### src/rtl/enc_8b10b_lanes.sv
// enc_8b10b_lanes
// Multi-lane 8b/10b encoder with a single registered output stage.
// Each cycle one word of LANES bytes is encoded; running disparity (RD)
// chains lane 0 -> lane LANES-1 and is stored for the next word.
//
// Ports:
//   clk, rst_n       clock, asynchronous active-low reset
//   in_valid/in_ready/in_data/in_k   input word (8 bits + K flag per lane)
//   rd_load/rd_val   force stored RD (0 = RD-, 1 = RD+)
//   out_valid/out_ready/out_data/out_k_err   encoded word (10 bits per lane,
//                    bit order a..j with a at the lane MSB), illegal-K flags
//   rd_out           stored RD
//
// Handshake (valid/ready): a transfer happens on a rising edge where
// valid & ready are both 1. out_valid and its payload stay stable until
// out_ready; in_ready = ~out_valid | out_ready, so there is no combinational
// path from in_valid to out_valid.
module enc_8b10b_lanes #(
  parameter int LANES   = 2,
  parameter int IDLE_EN = 1
) (
  input  logic                  clk,
  input  logic                  rst_n,
  input  logic                  in_valid,
  output logic                  in_ready,
  input  logic [8*LANES-1:0]    in_data,
  input  logic [LANES-1:0]      in_k,
  input  logic                  rd_load,
  input  logic                  rd_val,
  output logic                  out_valid,
  input  logic                  out_ready,
  output logic [10*LANES-1:0]   out_data,
  output logic [LANES-1:0]      out_k_err,
  output logic                  rd_out
);

  localparam logic [7:0] K28_5 = 8'hBC;

  // Encode one byte. Returns {k_err, rd_after, code[9:0]}.
  // Tables hold the RD- form; 'dep' marks codes whose RD+ form is the
  // complement, 'tog' marks unbalanced codes that flip RD.
  function automatic logic [11:0] enc_lane(input logic [7:0] b, input logic k,
                                           input logic rd_in);
    logic [4:0] x;
    logic [2:0] y;
    logic       err;
    logic [5:0] s6;
    logic       dep6;
    logic       tog6;
    logic       rd_m;
    logic [3:0] s4;
    logic       dep4;
    logic       tog4;
    logic       a7;
    x    = b[4:0];
    y    = b[7:5];
    err  = k & ~((x == 5'd28) |
                 ((y == 3'd7) & ((x == 5'd23) | (x == 5'd27) |
                                 (x == 5'd29) | (x == 5'd30))));
    // An illegal K character is replaced by K28.5.
    if (err) begin
      x = 5'd28;
      y = 3'd5;
    end
    s6   = 6'b000000;
    dep6 = 1'b0;
    case (x)
      5'd0:  begin s6 = 6'b100111; dep6 = 1'b1; end
      5'd1:  begin s6 = 6'b011101; dep6 = 1'b1; end
      5'd2:  begin s6 = 6'b101101; dep6 = 1'b1; end
      5'd3:  s6 = 6'b110001;
      5'd4:  begin s6 = 6'b110101; dep6 = 1'b1; end
      5'd5:  s6 = 6'b101001;
      5'd6:  s6 = 6'b011001;
      5'd7:  begin s6 = 6'b111000; dep6 = 1'b1; end
      5'd8:  begin s6 = 6'b111001; dep6 = 1'b1; end
      5'd9:  s6 = 6'b100101;
      5'd10: s6 = 6'b010101;
      5'd11: s6 = 6'b110100;
      5'd12: s6 = 6'b001101;
      5'd13: s6 = 6'b101100;
      5'd14: s6 = 6'b011100;
      5'd15: begin s6 = 6'b010111; dep6 = 1'b1; end
      5'd16: begin s6 = 6'b011011; dep6 = 1'b1; end
      5'd17: s6 = 6'b100011;
      5'd18: s6 = 6'b010011;
      5'd19: s6 = 6'b110010;
      5'd20: s6 = 6'b001011;
      5'd21: s6 = 6'b101010;
      5'd22: s6 = 6'b011010;
      5'd23: begin s6 = 6'b111010; dep6 = 1'b1; end
      5'd24: begin s6 = 6'b110011; dep6 = 1'b1; end
      5'd25: s6 = 6'b100110;
      5'd26: s6 = 6'b010110;
      5'd27: begin s6 = 6'b110110; dep6 = 1'b1; end
      5'd28: s6 = 6'b001110;
      5'd29: begin s6 = 6'b101110; dep6 = 1'b1; end
      5'd30: begin s6 = 6'b011110; dep6 = 1'b1; end
      default: begin s6 = 6'b101011; dep6 = 1'b1; end
    endcase
    if (k && (x == 5'd28)) begin
      s6   = 6'b001111;
      dep6 = 1'b1;
    end
    // D.7 is balanced but still has two polarities; it never flips RD.
    tog6 = dep6 & ~(~k & (x == 5'd7));
    if (dep6 && rd_in) s6 = ~s6;
    rd_m = rd_in ^ tog6;

    a7   = (~rd_m & ((x == 5'd17) | (x == 5'd18) | (x == 5'd20))) |
           ( rd_m & ((x == 5'd11) | (x == 5'd13) | (x == 5'd14)));
    s4   = 4'b0000;
    dep4 = 1'b0;
    tog4 = 1'b0;
    if (k) begin
      // Every K 3b/4b code is RD dependent; balanced ones keep RD.
      dep4 = 1'b1;
      case (y)
        3'd0:    begin s4 = 4'b1011; tog4 = 1'b1; end
        3'd1:    s4 = 4'b0110;
        3'd2:    s4 = 4'b1010;
        3'd3:    s4 = 4'b1100;
        3'd4:    begin s4 = 4'b1101; tog4 = 1'b1; end
        3'd5:    s4 = 4'b0101;
        3'd6:    s4 = 4'b1001;
        default: begin s4 = 4'b0111; tog4 = 1'b1; end
      endcase
    end else begin
      case (y)
        3'd0:    begin s4 = 4'b1011; dep4 = 1'b1; tog4 = 1'b1; end
        3'd1:    s4 = 4'b1001;
        3'd2:    s4 = 4'b0101;
        3'd3:    begin s4 = 4'b1100; dep4 = 1'b1; end
        3'd4:    begin s4 = 4'b1101; dep4 = 1'b1; tog4 = 1'b1; end
        3'd5:    s4 = 4'b1010;
        3'd6:    s4 = 4'b0110;
        default: begin
          s4   = a7 ? 4'b0111 : 4'b1110;
          dep4 = 1'b1;
          tog4 = 1'b1;
        end
      endcase
    end
    if (dep4 && rd_m) s4 = ~s4;
    return {err, rd_m ^ tog4, s6, s4};
  endfunction

  logic                rd_q;
  logic                rd_next;
  logic                load;
  logic [10*LANES-1:0] enc_data;
  logic [LANES-1:0]    enc_err;

  assign in_ready = ~out_valid | out_ready;
  assign load     = in_ready & (in_valid | (IDLE_EN != 0));
  assign rd_out   = rd_q;

  // Idle words are K28.5 on every lane, chained like normal data.
  always_comb begin
    logic        rd_c;
    logic [7:0]  lane_byte;
    logic        lane_k;
    logic [11:0] r;
    rd_c      = rd_q;
    enc_data  = '0;
    enc_err   = '0;
    lane_byte = K28_5;
    lane_k    = 1'b1;
    r         = '0;
    for (int i = 0; i < LANES; i++) begin
      lane_byte = in_valid ? in_data[8*i +: 8] : K28_5;
      lane_k    = in_valid ? in_k[i] : 1'b1;
      r         = enc_lane(lane_byte, lane_k, rd_c);
      enc_data[10*i +: 10] = r[9:0];
      enc_err[i]           = r[11];
      rd_c                 = r[10];
    end
    rd_next = rd_c;
  end

  always_ff @(posedge clk or negedge rst_n) begin
    if (!rst_n) begin
      out_valid <= 1'b0;
      out_data  <= '0;
      out_k_err <= '0;
      rd_q      <= 1'b0;
    end else begin
      if (load) begin
        out_valid <= 1'b1;
        out_data  <= enc_data;
        out_k_err <= enc_err;
      end else if (in_ready) begin
        out_valid <= 1'b0;
      end
      // A word loaded together with rd_load was encoded with the old RD.
      if (rd_load)   rd_q <= rd_val;
      else if (load) rd_q <= rd_next;
    end
  end

endmodule

### config.mk
export PLATFORM = sky130hd
export DESIGN_NAME = enc_8b10b_lanes
export DESIGN_NICKNAME = d
export VERILOG_FILES = /design/src/rtl/enc_8b10b_lanes.sv
export SDC_FILE = /design/constraint.sdc
export NUM_CORES = 1
export LEC_CHECK = 0
export BUFFER_PORTS_ARGS = -buffer_cell sky130_fd_sc_hd__buf_2
export CAP_MARGIN = 30
export CORE_MARGIN = 4
export CORE_UTILIZATION = 46
export DETAILED_ROUTE_END_ITERATION = 7
export PLACE_DENSITY = 0.66
export SKIP_LAST_GASP = 1
export SLEW_MARGIN = 20
export SYNTH_ARGS = -nofsm -noshare
export SYNTH_HDL_FRONTEND = slang
export SYNTH_SLANG_ARGS = --single-unit
### constraint.sdc
create_clock -name clk -period 2.2 [get_ports clk]
set_input_delay 0.22 -clock clk [delete_from_list [all_inputs] [get_ports clk]]
set_output_delay 0.22 -clock clk [all_outputs]
set_load 0.03 [all_outputs]
==> qor.csv, run 1 <==
metric;value;unit
outcome;complete, but fails checks;
violated checks;setup timing;
RSZ-0062 raised after global routing;yes;
Die Y;95.5;µm
CP Data Arrival Time;2.75;ns
H-Tree Depth;1;
critical path's largest stage delay;0.37;ns
CP max-delay cell;a2111o_1;
CTS tree;built;
nets;717;
Iter 0 DRT Violations;449;
via count;4790;
total track usage;30.6;%
met1 Resource Use GR;41.4;%
final non-filler cell total;790;
met2 Track Usage GR;50.8;%
Cell Area, Placed;4960;µm²
total clock sinks;24;
Crit. Startpoint;in_data[0];
ys async rst share;100;%
Crit path buffers/inverters;2;
EDFF count, synth;0;
antenna viol nets, final;0;
simple-gate share of the synthesized area;31.1;%
site row count;31;
post-synthesis compound-gate area fraction;35.6;%
Syn-to-layout area delta;63.0;%
average cell area after synthesis;7.05;µm²
Setup TNS;-1.72;ns
critical path capture point type;flop;
warnings from Yosys;0;
clock buffer depth;2;
distinct cell type count after synthesis;84;
Final Cell Area;5730;µm²
Setup Viol. Count Final;14;
Pre-antenna DRT Iters;5;
Die Wd;95.5;µm
CTS buffer count;3;
FILL cells;534;
diode count;0;
maximum VDD drop;223;µV
cell mode on critical path;nor3_4;
CP Cell Sequence;buf_12, o21a_4, buf_4, a211oi_2, a21oi_4, o21a_1, a21o_1, nor3_4, nor3_4, or3_4, a2111o_1, and4_1;
PnR worst setup slack;-0.399;ns
total die area;9110;µm²
core footprint;7330;µm²
Max Clk Rate;385;MHz
initial antenna violation count;0;
min-delay worst type;primary input to flop;
WP data required;2.35;ns
Slew Limit Fails;0;
Synth Flop Type;dfrtp_1;
total power;2.46;mW
reg2reg start;rd_out;
Lkg Pwr;2.49;nW
Yosys top cell by area;dfrtp_1;
Synth Register Bits;24;
Worst Clk Skew;0.00418;ns
GRT overflow;0;
first-pass GRT wire length;22500;µm
family with the most delay on the worst path;compound AO/OA/AOI/OAI gates;
final WL;14200;µm
Port Buffers;48;
Worst slew margin;64.8;%
Final min period;2.60;ns
starting density of the core;48.0;%
slew at the pin with the worst max-slew slack;0.528;ns
mux contribution to synthesized area;1.21;%
largest net degree at the start of global routing;26;
global routing usage on met3;3.00;%
GPL Wtd Cong;0.959;
DR DRC count;0;
max_cap viols;0;
Post-Synthesis Cells;499;
Post-Syn Nets;523;
final hold violations;0;
Synth Area in Adders;0.284;%
cell with the most instances after synthesis;a21oi_1;
WS Path Type;primary input to flop;
vias in the first global route;4659;
post-detailed-placement half-perimeter wirelength;10100;µm
Max FO, Critical Path;6;
IO Count;49;
Util after Layout;78.2;%
layout cells sized above 1;47.6;%
largest cells by area after synthesis;dfrtp_1, a21oi_1, o21ai_0, nor2_1, nand2_1;
mapped cell area;3520;µm²
Power Dens Cells;428;nW/µm²
drt wl/cell;18.0;µm
HP Start;rd_val;
Synth Area in XOR/XNOR;7.22;%
global route hottest layer;met2;
clk root buf;clkbuf_8;
largest family of logic cells by synthesized area;compound AO/OA/AOI/OAI gates;
final period utilization;118;%
top post-synthesis cells by count;a21oi_1, nor2_1, o21ai_0;
Skew-Pair Late Insertion Delay;0.26;ns
Vias/cell;6.06;
Inst Count DP;771;
Reg clk slew, reported paths;0.08;ns
sequential area share after synthesis;17.1;%
Synth top area share;17.1;%
type of origin of the critical path;primary input;
==> worst reg2reg max path, stage by stage (launching register included) <==
cell and delay (ns):
dfrtp_1 0.45, a211oi_2 0.17, o21a_1 0.20, a21o_1 0.23
o21ai_2 0.11, a21oi_2 0.18, buf_6 0.15, o21ai_1 0.08
a2111o_1 0.42, and4_1 0.16
==> state kept, by name (all words and copies together), names as in the netlist <==
signal,count
out_k_err,2
out_data,20
rd_out,1
out_valid,1
==> power breakdown <==
part           leakage [nW]  total, mW  switching [mW]  internal (mW)
Clock                0.0216      0.247           0.125          0.122
Combinational          2.19       1.61           0.914          0.699
Sequential            0.278      0.597          0.0516          0.546
==> kinds of logic after synthesis <==
kind of cell    Yosys count
compound gates          186
other cells               1
mux                       4
buf+inv                  51
simple gates            203
flops                    24
xor+xnor                 29
fa+ha+maj                 1
==> final cells by class <==
class                      instances  area, µm²  area share (%)
multi-input combinational        424       3180            55.5
sequential                        24        601            10.5
clock buffer                       3       41.3           0.720
inverter                          12       48.8           0.851
tap                               99        124            2.16
timing repair buffer             228       1740            30.3
==> path summary, 6_finish.rpt <==
path                           endpoint  slack (ns)  cells after the start
setup / recovery           out_data[10]       -0.40                     12
hold / removal                   rd_out        0.24                      3
setup reg to reg           out_data[10]       -0.04                      9
hold reg to reg            out_data[19]        0.48                      2
max in group asynchronous   out_data[3]        1.37                      2
min in group asynchronous   out_data[7]        0.47                      2
==> cells in the final DEF (no fill, tap or decap), types with 8 or more instances in the layout <==
cell type | netlist | layout
nor2_1 | 44 | 38
xor2_1 | 11 | 9
buf_2 | 8 | 38
buf_4 | 10 | 163
nor3_1 | 14 | 8
nand2b_1 | 17 | 14
o21ai_1 | 5 | 13
nand2_1 | 43 | 41
buf_6 | 3 | 19
inv_1 | 11 | 10
o21ai_0 | 44 | 29
xnor2_1 | 18 | 12
dfrtp_1 | 24 | 24
a21oi_1 | 45 | 39
nand3_1 | 12 | 11
==> what timing repair did <==
action,in CTS,in global routing
pin swaps,28,27
setup endpoints to repair,18,21
gates resized for setup,83,63
endpoints found under the hold margin,24,0
buffers inserted,11,4
hold buffers,1,0
gates cloned,0,0
==> through the flow <==
step                setup slack, ns  hold WS, ns
floorplan                    -0.424      -0.0756
CTS                          -0.269        0.244
global route                 -0.480        0.235
detailed placement           -0.716        0.227
global placement             -0.637        0.219
finish                       -0.399        0.240
==> routing by layer <==
layer  wire length, µm  up-vias
met5                 0        -
met4               457        0
met3              1160       60
met2              6620      248
met1              5970     2228
li1                  -     2254
No activity file was read; power rests on OpenSTA's default activity.
==> run 2, diff against run 1 <==
Settings changed: REMOVE_ABC_BUFFERS set to 1.
==> qor.csv, run 2 (synthesis gave the netlist of run 1 again) <==
metric;value;unit;change
outcome;complete, but fails checks;;unchanged
violated checks;setup timing;;unchanged
largest net degree at the start of global routing;26;;unchanged
vias in the first global route;4515;;was 4659
type of origin of the critical path;primary input;;unchanged
first-pass GRT wire length;21800;µm;was 22500 µm
CTS buffer count;3;;unchanged
site row count;31;;unchanged
PnR worst setup slack;-0.491;ns;was -0.399 ns
Crit path buffers/inverters;1;;was 2
most common cell after layout, fill and taps aside;buf_4;;unchanged
Setup WS pre-CTS;-0.749;ns;was -0.716 ns
diode count;0;;unchanged
max_cap viols;0;;unchanged
CTS tree;built;;unchanged
post-detailed-placement half-perimeter wirelength;10100;µm;about the same
Syn-to-layout area delta;69.7;%;was 63.0%
global routing usage on met3;3.31;%;was 3.00%
total track usage;29.5;%;was 30.6%
final period utilization;122;%;was 118%
Slew Limit Fails;0;;unchanged
layout cells sized above 1;48.5;%;was 47.6%
critical path capture point type;flop;;unchanged
GPL Wtd Cong;0.951;;was 0.959
final WL;14700;µm;was 14200 µm
max FFs per register;20;;unchanged
RSZ-0062 raised after global routing;yes;;unchanged
Skew-Pair Late Insertion Delay;0.27;ns;was 0.26 ns
Lkg Pwr;2.61;nW;was 2.49 nW
Pre-antenna DRT Iters;5;;unchanged
H-Tree Depth;1;;unchanged
starting density of the core;48.0;%;unchanged
CP Data Arrival Time;2.86;ns;was 2.75 ns
via count;4913;;was 4790
Final min period;2.69;ns;was 2.60 ns
CP max-delay cell;or3_4;;was a2111o_1
Iter 0 DRT Violations;426;;was 449
CP Cell Sequence;buf_8, o21a_4, a32oi_4, o2111a_2, o211ai_1, o211a_1, nor3_4, nor3_4, or3_4, a2111o_1, and4_1;;was buf_12, o21a_4, buf_4, a211oi_2, a21oi_4, o21a_1, a21o_1, nor3_4, nor3_4, or3_4, a2111o_1, and4_1
Max FO, Critical Path;5;;was 6
Die Y;95.5;µm;unchanged
final hold violations;0;;unchanged
nets;730;;was 717
Final Cell Area;5970;µm²;was 5730 µm²
core footprint;7330;µm²;unchanged
Power Dens Cells;451;nW/µm²;was 428 nW/µm²
total die area;9110;µm²;unchanged
most frequent cells in the layout;buf_4, nand2_1, nor2_1;;was buf_4, nand2_1, a21oi_1
antenna viol nets, final;0;;unchanged
Vias/cell;6.11;;was 6.06
clock buffer depth;2;;unchanged
Die Wd;95.5;µm;unchanged
cell mode on critical path;nor3_4;;unchanged
Max Clk Rate;372;MHz;was 385 MHz
IO Count;49;;unchanged
family with the most delay on the worst path;compound AO/OA/AOI/OAI gates;;unchanged
met1 Resource Use GR;39.8;%;was 41.4%
slew at the pin with the worst max-slew slack;0.546;ns;was 0.528 ns
WP data required;2.37;ns;was 2.35 ns
critical path's largest stage delay;0.38;ns;was 0.37 ns
Worst Clk Skew;0.00419;ns;was 0.00418 ns
initial antenna violation count;0;;unchanged
Reg clk slew, reported paths;0.08;ns;about the same
total clock sinks;24;;unchanged
maximum VDD drop;266;µV;was 223 µV
Worst slew margin;63.5;%;was 64.8%
global route hottest layer;met2;;unchanged
GRT overflow;0;;unchanged
drt wl/cell;18.3;µm;was 18.0 µm
Util after Layout;81.5;%;was 78.2%
FILL cells;469;;was 534
Cell Area, Placed;5030;µm²;was 4960 µm²
WS Path Type;primary input to flop;;unchanged
min-delay worst type;primary input to flop;;unchanged
clk root buf;clkbuf_8;;unchanged
Reg with most FFs;out_data;;unchanged
met2 Track Usage GR;50.1;%;was 50.8%
Port Buffers;48;;unchanged
Setup Viol. Count Final;21;;was 14
largest registers;out_data x20, out_k_err x2;;unchanged
DR DRC count;0;;unchanged
run 2: cell count changes in the layout (fill, tap and decap cells not counted), sizes merged:
cell | previous run | this run
clkbuf | 5 | 3
buf | 225 | 240
bufinv | 0 | 1
clkinvlp | 1 | 0
inv | 11 | 12
run 2: worst min-delay path, stage by stage:
cell and delay, ns:
buf_2 0.08, nor2b_1 0.04, a21oi_2 0.09
run 2: report_power, final:
group          internal [mW]  switching (mW)
Sequential             0.546          0.0572
Clock                  0.243           0.141
Combinational          0.747           0.958
run 2: repair_timing:
action,4_1_cts,5_1_grt
buffers inserted,12,7
hold endpoints to repair,24,0
setup endpoints to repair,19,21
gates resized for setup,79,81
hold buffers,1,0
pin swaps,30,55
run 2: final timing paths:
kind | startpoint | endpoint | slack [ns] | cells after the start
max | in_data[1] | out_data[10] | -0.49 | 11
min | rd_val | rd_out | 0.20 | 3
max reg2reg | rd_out | out_data[10] | -0.15 | 8
min reg2reg | out_data[3] | out_data[3] | 0.49 | 2
max in group asynchronous | rst_n | out_data[1] | 1.39 | 2
min in group asynchronous | rst_n | out_data[9] | 0.46 | 2
run 2: per-stage QoR:
stage | TNS, ns | std cells | power [mW] | hold WS (ns)
CTS | -2.44 | 800 | 2.48 | 0.202
floorplan | -3.65 | 460 | 1.35 | -0.0756
finish | -4.55 | 804 | 2.69 | 0.199
detailed placement | -9.99 | 785 | 1.98 | 0.227
global placement | -8.82 | 785 | 1.95 | 0.216
global route | -6.76 | 804 | 2.83 | 0.214
run 2: cell type report:
type / instances / area (µm²) / area share, %
multi-input cells: 424 / 3300 / 55.3
well taps: 99 / 124 / 2.07
clock inverters: 1 / 30.0 / 0.503
flip-flops and latches: 24 / 601 / 10.1
inverters: 12 / 45.0 / 0.754
repair buffers: 241 / 1830 / 30.6
clock buffers: 3 / 41.3 / 0.691
run 2: metal layers:
metal | up-vias | part of all wire [%]
met5 | - | 0
li1 | 2269 | -
met2 | 311 | 47
met4 | 0 | 3.3
met1 | 2280 | 40
met3 | 53 | 9.2
==> run 3, diff against run 2 <==
Settings changed: RECOVER_POWER set to 25.
==> qor.csv, run 3 (synthesis gave the netlist of run 1 again) <==
metric;value;unit;change
GRT overflow;0;;unchanged
Final Cell Area;5970;µm²;about the same
Reg clk slew, reported paths;0.08;ns;about the same
GPL Wtd Cong;0.951;;unchanged
CTS tree;built;;unchanged
max FFs per register;20;;unchanged
violated checks;setup timing;;unchanged
Slew Limit Fails;0;;unchanged
vias in the first global route;4515;;unchanged
Die Wd;95.5;µm;unchanged
type of origin of the critical path;primary input;;unchanged
clock power share;14.3;%;about the same
maximum VDD drop;266;µV;about the same
Sw Pwr;1.16;mW;about the same
Max FO, Critical Path;5;;unchanged
RSZ-0062 raised after global routing;yes;;unchanged
layout cells sized above 1;48.4;%;was 48.5%
Reg with most FFs;out_data;;unchanged
cell mode on critical path;nor3_4;;unchanged
site row count;31;;unchanged
final WL;14700;µm;about the same
Crit path buffers/inverters;1;;unchanged
Port Buffers;48;;unchanged
critical path capture point type;flop;;unchanged
Iter 0 DRT Violations;426;;unchanged
antenna viol nets, final;0;;unchanged
max_cap viols;0;;unchanged
logic gate share of total power;63.3;%;about the same
Lkg Pwr;2.60;nW;was 2.61 nW
Skew-Pair Late Insertion Delay;0.27;ns;about the same
CP Data Arrival Time;2.86;ns;about the same
most common cell after layout, fill and taps aside;buf_4;;unchanged
Syn-to-layout area delta;69.7;%;about the same
Vias/cell;6.11;;about the same
Die Y;95.5;µm;unchanged
initial antenna violation count;0;;unchanged
post-detailed-placement half-perimeter wirelength;10100;µm;unchanged
IO Count;49;;unchanged
final hold violations;0;;unchanged
Final min period;2.69;ns;about the same
first-pass GRT wire length;21800;µm;unchanged
drt wl/cell;18.3;µm;about the same
internal cell power;1.54;mW;about the same
total die area;9110;µm²;unchanged
Pre-antenna DRT Iters;5;;unchanged
CTS buffer count;3;;unchanged
Worst slew margin;15.8;%;was 63.5%
H-Tree Depth;1;;unchanged
via count;4910;;was 4913
nets;730;;unchanged
Setup Viol. Count Final;21;;unchanged
DR DRC count;0;;unchanged
clk root buf;clkbuf_8;;unchanged
critical path's largest stage delay;0.38;ns;about the same
Max Clk Rate;372;MHz;about the same
min-delay worst type;primary input to flop;;unchanged
largest net degree at the start of global routing;26;;unchanged
Power Dens Cells;451;nW/µm²;about the same
slew at the pin with the worst max-slew slack;1.26;ns;was 0.546 ns
family with the most delay on the worst path;compound AO/OA/AOI/OAI gates;;unchanged
outcome;complete, but fails checks;;unchanged
total clock sinks;24;;unchanged
sw frac;43.0;%;about the same
starting density of the core;48.0;%;unchanged
most frequent cells in the layout;buf_4, nand2_1, nor2_1;;unchanged
Cell Area, Placed;5030;µm²;unchanged
WP data required;2.37;ns;about the same
total track usage;29.5;%;unchanged
Worst Clk Skew;0.00419;ns;about the same
core footprint;7330;µm²;unchanged
WS Path Type;primary input to flop;;unchanged
CP max-delay cell;or3_4;;unchanged
clock buffer depth;2;;unchanged
CP Cell Sequence;buf_8, o21a_4, a32oi_4, o2111a_2, o211ai_1, o211a_1, nor3_4, nor3_4, or3_4, a2111o_1, and4_1;;unchanged
largest registers;out_data x20, out_k_err x2;;unchanged
hold_ws;0.199;ns;unchanged
Seq pwr share;22.4;%;about the same
final period utilization;122;%;about the same
diode count;0;;unchanged
PnR worst setup slack;-0.491;ns;about the same
==> run 3: area by class of cell <==
cell class	instances	area (µm²)
inverters	12	45.0
repair buffers	241	1830
multi-input cells	424	3300
flip-flops and latches	24	601
fillers	470	1360
clock buffers	3	41.3
clock inverters	1	30.0
well taps	99	124
==> run 3: path summary, 6_finish.rpt <==
| path | start | slack [ns] | cells after the start | to |
|---|---|---|---|---|
| max | in_data[1] | -0.49 | 11 | out_data[10] |
| min | rd_val | 0.20 | 3 | rd_out |
| max reg2reg | rd_out | -0.15 | 8 | out_data[10] |
| min reg2reg | out_data[3] | 0.49 | 2 | out_data[3] |
| max in group asynchronous | rst_n | 0.72 | 2 | out_data[1] |
| min in group asynchronous | rst_n | 0.74 | 2 | out_data[9] |
==> run 3: what timing repair did <==
| item | CTS | global route |
|---|---|---|
| pin swaps | 30 | 55 |
| setup buffers | 12 | 7 |
| gates resized for setup | 79 | 81 |
| endpoints found under the hold margin | 24 | 0 |
| hold buffers | 1 | 0 |
| endpoints found under the setup margin | 19 | 21 |
==> run 3: through the flow <==
stage	cells	util (%)	worst slack, ns	TNS (ns)	power (mW)
6_report	804	81.4	-0.491	-4.56	2.69
5_1_grt	804	81.4	-0.612	-6.76	2.83
4_1_cts	800	75.1	-0.315	-2.44	2.48
3_5_place_dp	785	68.6	-0.749	-9.99	1.98
3_3_place_gp	785	68.6	-0.658	-8.82	1.95
2_1_floorplan	460	-	-0.436	-3.65	1.35
==> run 3: layer usage <==
layer,vias to the layer above,global-route usage [%],share of wire [%]
li1,2269,-,-
met1,2283,39.8,40
met2,307,50.1,48
met3,51,3.31,9.2
met4,0,7.58,3.1
met5,-,0,0
==> run 3: worst min-delay path: stages <==
cell and delay [ns]:
buf_2 0.08, nor2b_1 0.04, a21oi_2 0.09
==> run 3: power by group through the flow <==
stage | clock (mW) | combinational [mW] | sequential, mW
2_1_floorplan | 0 | 0.522 | 0.824
4_1_cts | 0.388 | 1.49 | 0.602
3_3_place_gp | 0 | 1.34 | 0.605
3_5_place_dp | 0 | 1.37 | 0.608
6_report | 0.385 | 1.70 | 0.603
5_1_grt | 0.405 | 1.81 | 0.612
